$ cat config.mk
export PLATFORM = sky130hd
export DESIGN_NAME = mem_line_arbiter
export DESIGN_NICKNAME = d
export VERILOG_FILES = /design/src/rtl/mem_line_arbiter.sv
export SDC_FILE = /design/constraint.sdc
export NUM_CORES = 1
export LEC_CHECK = 0
export CAP_MARGIN = 0
export CORE_AREA = 5 5 257 259
export DETAILED_ROUTE_END_ITERATION = 16
export DIE_AREA = 0 0 262 264
export PLACE_DENSITY = 0.62
export RECOVER_POWER = 50
export SYNTH_ARGS = -nofsm -noshare
export SYNTH_HDL_FRONTEND = slang
export SYNTH_SLANG_ARGS = --single-unit
$ cat constraint.sdc
create_clock -name clk -period 13.1 [get_ports clk]
set_clock_uncertainty 0.2 [all_clocks]
set_input_delay 2.62 -clock clk [delete_from_list [all_inputs] [get_ports clk]]
set_output_delay 2.62 -clock clk [all_outputs]
set_load 0.05 [all_outputs]
$ cat src/rtl/mem_line_arbiter.sv
// Round-robin arbiter sharing one single-port line memory between the I-cache
// (read-only) and D-cache (read/write) refill paths, with a WAIT-state timeout.
module mem_line_arbiter #(
  parameter int ADDR_W  = 8,
  parameter int LINE_W  = 128,
  parameter int TIMEOUT = 16
) (
  input  logic              clk,
  input  logic              rst,
  input  logic              i_req_valid,
  input  logic [ADDR_W-1:0] i_req_addr,
  output logic              i_resp_valid,
  output logic [LINE_W-1:0] i_resp_data,
  output logic              i_resp_err,
  input  logic              d_req_valid,
  input  logic              d_req_rw,
  input  logic [ADDR_W-1:0] d_req_addr,
  input  logic [LINE_W-1:0] d_req_wdata,
  output logic              d_resp_valid,
  output logic [LINE_W-1:0] d_resp_data,
  output logic              d_resp_err,
  output logic              mem_req_valid,
  output logic              mem_req_rw,
  output logic [ADDR_W-1:0] mem_req_addr,
  output logic [LINE_W-1:0] mem_data_write,
  input  logic [LINE_W-1:0] mem_data_read,
  input  logic              mem_ready,
  output logic              busy
);

  typedef enum logic [1:0] {
    ST_IDLE  = 2'd0,
    ST_ISSUE = 2'd1,
    ST_WAIT  = 2'd2,
    ST_RESP  = 2'd3
  } state_t;

  localparam logic [ADDR_W-1:0] LINE_MASK = ~(ADDR_W'(3));
  localparam logic [7:0]        TIMEOUT_C = 8'(TIMEOUT);

  state_t              state_q;
  logic                owner_q;   // 1 = D-side owns the current transaction
  logic                last_d_q;  // 1 = most recent grant went to D-side
  logic [7:0]          cnt_q;
  logic                mem_req_valid_q;
  logic                mem_req_rw_q;
  logic [ADDR_W-1:0]   mem_req_addr_q;
  logic [LINE_W-1:0]   mem_data_write_q;
  logic                i_resp_valid_q;
  logic [LINE_W-1:0]   i_resp_data_q;
  logic                i_resp_err_q;
  logic                d_resp_valid_q;
  logic [LINE_W-1:0]   d_resp_data_q;
  logic                d_resp_err_q;
  logic                busy_q;

  logic                grant_d_s;
  logic [ADDR_W-1:0]   addr_sel_s;
  logic [7:0]          cnt_d;
  logic [LINE_W-1:0]   rdata_s;

  // Arbitration choice, next wait count and read data to capture.
  always_comb begin
    grant_d_s  = d_req_valid & (~i_req_valid | ~last_d_q);
    addr_sel_s = grant_d_s ? d_req_addr : i_req_addr;
    cnt_d      = cnt_q + 8'd1;
    rdata_s    = mem_req_rw_q ? {LINE_W{1'b0}} : mem_data_read;
  end

  // Transaction FSM with all outputs registered.
  always_ff @(posedge clk or posedge rst) begin
    if (rst) begin
      state_q          <= ST_IDLE;
      owner_q          <= 1'b0;
      last_d_q         <= 1'b1;
      cnt_q            <= 8'd0;
      mem_req_valid_q  <= 1'b0;
      mem_req_rw_q     <= 1'b0;
      mem_req_addr_q   <= {ADDR_W{1'b0}};
      mem_data_write_q <= {LINE_W{1'b0}};
      i_resp_valid_q   <= 1'b0;
      i_resp_data_q    <= {LINE_W{1'b0}};
      i_resp_err_q     <= 1'b0;
      d_resp_valid_q   <= 1'b0;
      d_resp_data_q    <= {LINE_W{1'b0}};
      d_resp_err_q     <= 1'b0;
      busy_q           <= 1'b0;
    end else begin
      case (state_q)
        ST_IDLE: begin
          if (i_req_valid || d_req_valid) begin
            owner_q          <= grant_d_s;
            last_d_q         <= grant_d_s;
            mem_req_valid_q  <= 1'b1;
            mem_req_rw_q     <= grant_d_s & d_req_rw;
            mem_req_addr_q   <= addr_sel_s & LINE_MASK;
            mem_data_write_q <= grant_d_s ? d_req_wdata : {LINE_W{1'b0}};
            busy_q           <= 1'b1;
            state_q          <= ST_ISSUE;
          end else begin
            state_q <= ST_IDLE;
          end
        end
        ST_ISSUE: begin
          mem_req_valid_q <= 1'b0;
          state_q         <= ST_WAIT;
        end
        ST_WAIT: begin
          cnt_q <= cnt_d;
          // mem_ready has priority over a simultaneous timeout.
          if (mem_ready) begin
            i_resp_valid_q <= ~owner_q;
            d_resp_valid_q <= owner_q;
            i_resp_data_q  <= owner_q ? {LINE_W{1'b0}} : rdata_s;
            d_resp_data_q  <= owner_q ? rdata_s : {LINE_W{1'b0}};
            i_resp_err_q   <= 1'b0;
            d_resp_err_q   <= 1'b0;
            state_q        <= ST_RESP;
          end else if (cnt_d == TIMEOUT_C) begin
            i_resp_valid_q <= ~owner_q;
            d_resp_valid_q <= owner_q;
            i_resp_data_q  <= {LINE_W{1'b0}};
            d_resp_data_q  <= {LINE_W{1'b0}};
            i_resp_err_q   <= ~owner_q;
            d_resp_err_q   <= owner_q;
            state_q        <= ST_RESP;
          end else begin
            state_q <= ST_WAIT;
          end
        end
        ST_RESP: begin
          i_resp_valid_q <= 1'b0;
          d_resp_valid_q <= 1'b0;
          i_resp_data_q  <= {LINE_W{1'b0}};
          d_resp_data_q  <= {LINE_W{1'b0}};
          i_resp_err_q   <= 1'b0;
          d_resp_err_q   <= 1'b0;
          cnt_q          <= 8'd0;
          busy_q         <= 1'b0;
          state_q        <= ST_IDLE;
        end
        default: begin
          state_q <= ST_IDLE;
        end
      endcase
    end
  end

  assign mem_req_valid  = mem_req_valid_q;
  assign mem_req_rw     = mem_req_rw_q;
  assign mem_req_addr   = mem_req_addr_q;
  assign mem_data_write = mem_data_write_q;
  assign i_resp_valid   = i_resp_valid_q;
  assign i_resp_data    = i_resp_data_q;
  assign i_resp_err     = i_resp_err_q;
  assign d_resp_valid   = d_resp_valid_q;
  assign d_resp_data    = d_resp_data_q;
  assign d_resp_err     = d_resp_err_q;
  assign busy           = busy_q;

endmodule

==> flow_summary.json <==
{
  "grt_usage_pct": 15.78,
  "netlist_top_cells_area": "dfrtp_1, o2bb2ai_1, a22o_1",
  "timing_worst_setup_path_type": "input port to flop",
  "setup_slack_ns": 5.402,
  "fin_util_pct": 38.58,
  "whs_path_depth": 1,
  "grt.met1_usage_pct": 17.77,
  "power-per-cell-area_mw_per_mm2": 307.4,
  "initial_core_util_pct": 24.74,
  "cts_made_buffers": 45,
  "grt_max_degree": 168,
  "ff_latch_area_sq_mm": 0.01024,
  "slew_violations": 185,
  "dieArea_sq_mm": 0.06917,
  "syn_inst": 1127,
  "seqPwrFrac_pct": 28.1,
  "finalSetupTns_ns": 0,
  "yosys_warnings": 0,
  "synth-async-reset-ratio_pct": 100.0,
  "final_common_cell": "clkdlybuf4s50_1",
  "worst_ir_drop_vdd_mv": 0.1510,
  "cp_top_family": "simple AND/OR/NAND/NOR gates",
  "synth_edf_count": 0,
  "cp_max_fo": 72,
  "wl_per_cell_um": 21.77,
  "report.final.hold_viol_count": 0,
  "internal_power_mw": 3.842,
  "finalSetupViolations": 0,
  "cts.sink_count": 409,
  "slowest_stage": "and2_0",
  "tightest_slew_ns": 3.494,
  "hpwl_um": 41070,
  "hold_buffers": 0,
  "drt_wl_total_um": 57650,
  "critPathBufInv": 2,
  "worstSetupPathDepth": 5,
  "grt.busiest_layer": "met2",
  "min_period_ns": 7.698,
  "final_cell_mix": "clkdlybuf4s50_1, dfrtp_1, o2bb2ai_1, dlygate4sd3_1, nand2b_1",
  "hold_ws_ns": 0.2786,
  "start_kind": "input port",
  "power_frac_clock_pct": 17.3,
  "area_growth_pct": 55.95,
  "period_share_pct": 58.76,
  "antenna_found_initial": 12,
  "worstHoldPathType": "flop to flop",
  "clock.fmax_mhz": 129.9,
  "synth-main-ff-cell": "dfrtp_1",
  "synth-seq-cells": 409,
  "rsz0062_at_grt": "false",
  "clk_pin_slew_worst_paths_ns": 0.06,
  "cts_buffer_depth": 3,
  "path_cells": "dlygate4sd3_1, a21boi_0, and2_0, buf_4, a22o_1",
  "route.detailed.drc": 0,
  "place_ws_ns": 6.234,
  "slew_headroom_pct": -132.9,
  "ys_types": 41,
  "fin_area_sq_mm": 0.02456,
  "rows": 93,
  "cts_resized": 0,
  "arrival_ns": 7.99,
  "violations": "capacitance limit, slew limit",
  "critPathMaxStageDelay_ns": 2.49,
  "endpoint_kind": "flop",
  "fillCellCount": 6068,
  "portBuffers": 670,
  "grt_util_met2_pct": 26.95,
  "maxCapViolations": 3,
  "die_h_um": 264,
  "gp_congestion": 0.8093,
  "clk_latency_ns": 0.55,
  "cts_max_level": 2,
  "grt_pass1_wl_um": 85180,
  "worst-r2r-setup-slack_ns": 7.82,
  "switchingPower_mw": 3.707,
  "core_area_sq_mm": 0.06365,
  "ant_nets": 0,
  "swShare_pct": 49.11,
  "p_leak_nw": 10.86,
  "cts_tree": "built",
  "num_vias": 12181,
  "multi_input_area_sq_mm": 0.004871,
  "seq_area_frac_synth_pct": 65.00,
  "die_w_um": 262,
  "vias_per_cell": 4.600,
  "netlist_area_sq_mm": 0.01575,
  "syn-mean-instance-area_sq_um": 13.97,
  "clock-root-buffer": "clkbuf_16",
  "crit_required_ns": 13.39,
  "grt-ovfl-total": 0,
  "layout-drive-gt1-share_pct": 5.649,
  "synth_top_cell_by_area": "dfrtp_1",
  "synth_top_area_share_pct": 64.83,
  "grt_pass1_vias": 13125,
  "status": "finished with violations",
  "reg2reg_depth": 4,
  "cts_setup_buffers": 0,
  "postPlaceCellArea_sq_mm": 0.02303,
  "p_comb_share_pct": 54.5,
  "first_iter_violations": 751,
  "dr.pass1.iters": 6,
  "use_met3_pct": 6.289,
  "pin_count": 677,
  "nets": 2038
}
==> registers in the layout, indices dropped and copies added (netlist names) <==
| signal | count |
|---|---|
| i_resp_valid | 1 |
| mem_req_addr | 6 |
| d_resp_err | 1 |
| mem_req_valid | 1 |
| state_q | 2 |
| mem_data_write | 128 |
| last_d_q | 1 |
| i_resp_data | 128 |
| cnt_q | 8 |
| d_resp_data | 128 |
| owner_q | 1 |
| mem_req_rw | 1 |
| d_resp_valid | 1 |
| busy | 1 |
| i_resp_err | 1 |
==> cell usage after synthesis, types with 3 or more instances <==
| library cell | number |
|---|---|
| a22o_1 | 129 |
| o2bb2ai_1 | 246 |
| ha_1 | 6 |
| inv_1 | 5 |
| nand2_1 | 16 |
| buf_2 | 25 |
| buf_4 | 3 |
| nor2_1 | 8 |
| o2bb2ai_2 | 10 |
| o21ai_0 | 14 |
| xor2_1 | 4 |
| or3_1 | 3 |
| clkbuf_1 | 49 |
| buf_6 | 27 |
| dfrtp_1 | 408 |
| mux2i_1 | 7 |
| nand2b_1 | 132 |
| and2_1 | 3 |
==> routing by layer <==
metal / up-vias / share of wire [%]
li1: 5522 / -
met1: 6031 / 37
met2: 530 / 49
met3: 94 / 10
met4: 4 / 3.8
met5: - / 0.054
==> power by group through the flow <==
stage	clock [mW]	combinational, mW	sequential, mW
final	1.31	4.12	2.12
after global routing	1.40	4.28	2.19
after detailed placement	0	4.27	2.14
after CTS	1.36	4.27	2.14
after global placement	0	4.23	2.14
after floorplan	0	1.06	3.86
==> logic make-up after synthesis <==
logic type / Yosys count / synth area share, %
AO/OA/AOI/OAI: 415 / 22.99
flip-flops: 409 / 65.00
AND/OR/NAND/NOR: 174 / 6.603
buffers and inverters: 110 / 4.179
multiplexers: 7 / 0.4450
adder cells (fa/ha/maj): 6 / 0.4767
XOR/XNOR: 5 / 0.2781
other: 1 / 0.02381
==> stage by stage <==
stage	power [mW]	instances
2_1_floorplan	4.922	1128
3_3_place_gp	6.364	2562
3_5_place_dp	6.403	2562
4_1_cts	7.766	2643
5_1_grt	7.873	2643
6_report	7.549	2648
==> final timing paths <==
kind / from / endpoint
min in group asynchronous: rst / mem_req_addr[2]
max in group asynchronous: rst / mem_req_rw
worst max register to register: last_d_q / mem_data_write[63]
worst max-delay path: d_req_valid / mem_data_write[63]
worst min-delay path: d_resp_data[39] / d_resp_data[39]
worst min register to register: d_resp_data[39] / d_resp_data[39]
==> final cells by class <==
type                       count  share of cell area [%]
antenna                        5                 0.05095
clock buffer                  62                   5.222
clock inverter                19                  0.9935
inverter                       5                 0.09171
multi-input combinational    609                   19.83
sequential                   409                   41.70
tap                          855                   4.356
timing repair buffer         684                   27.76
Note: power is estimated with default switching activity, not from simulation.
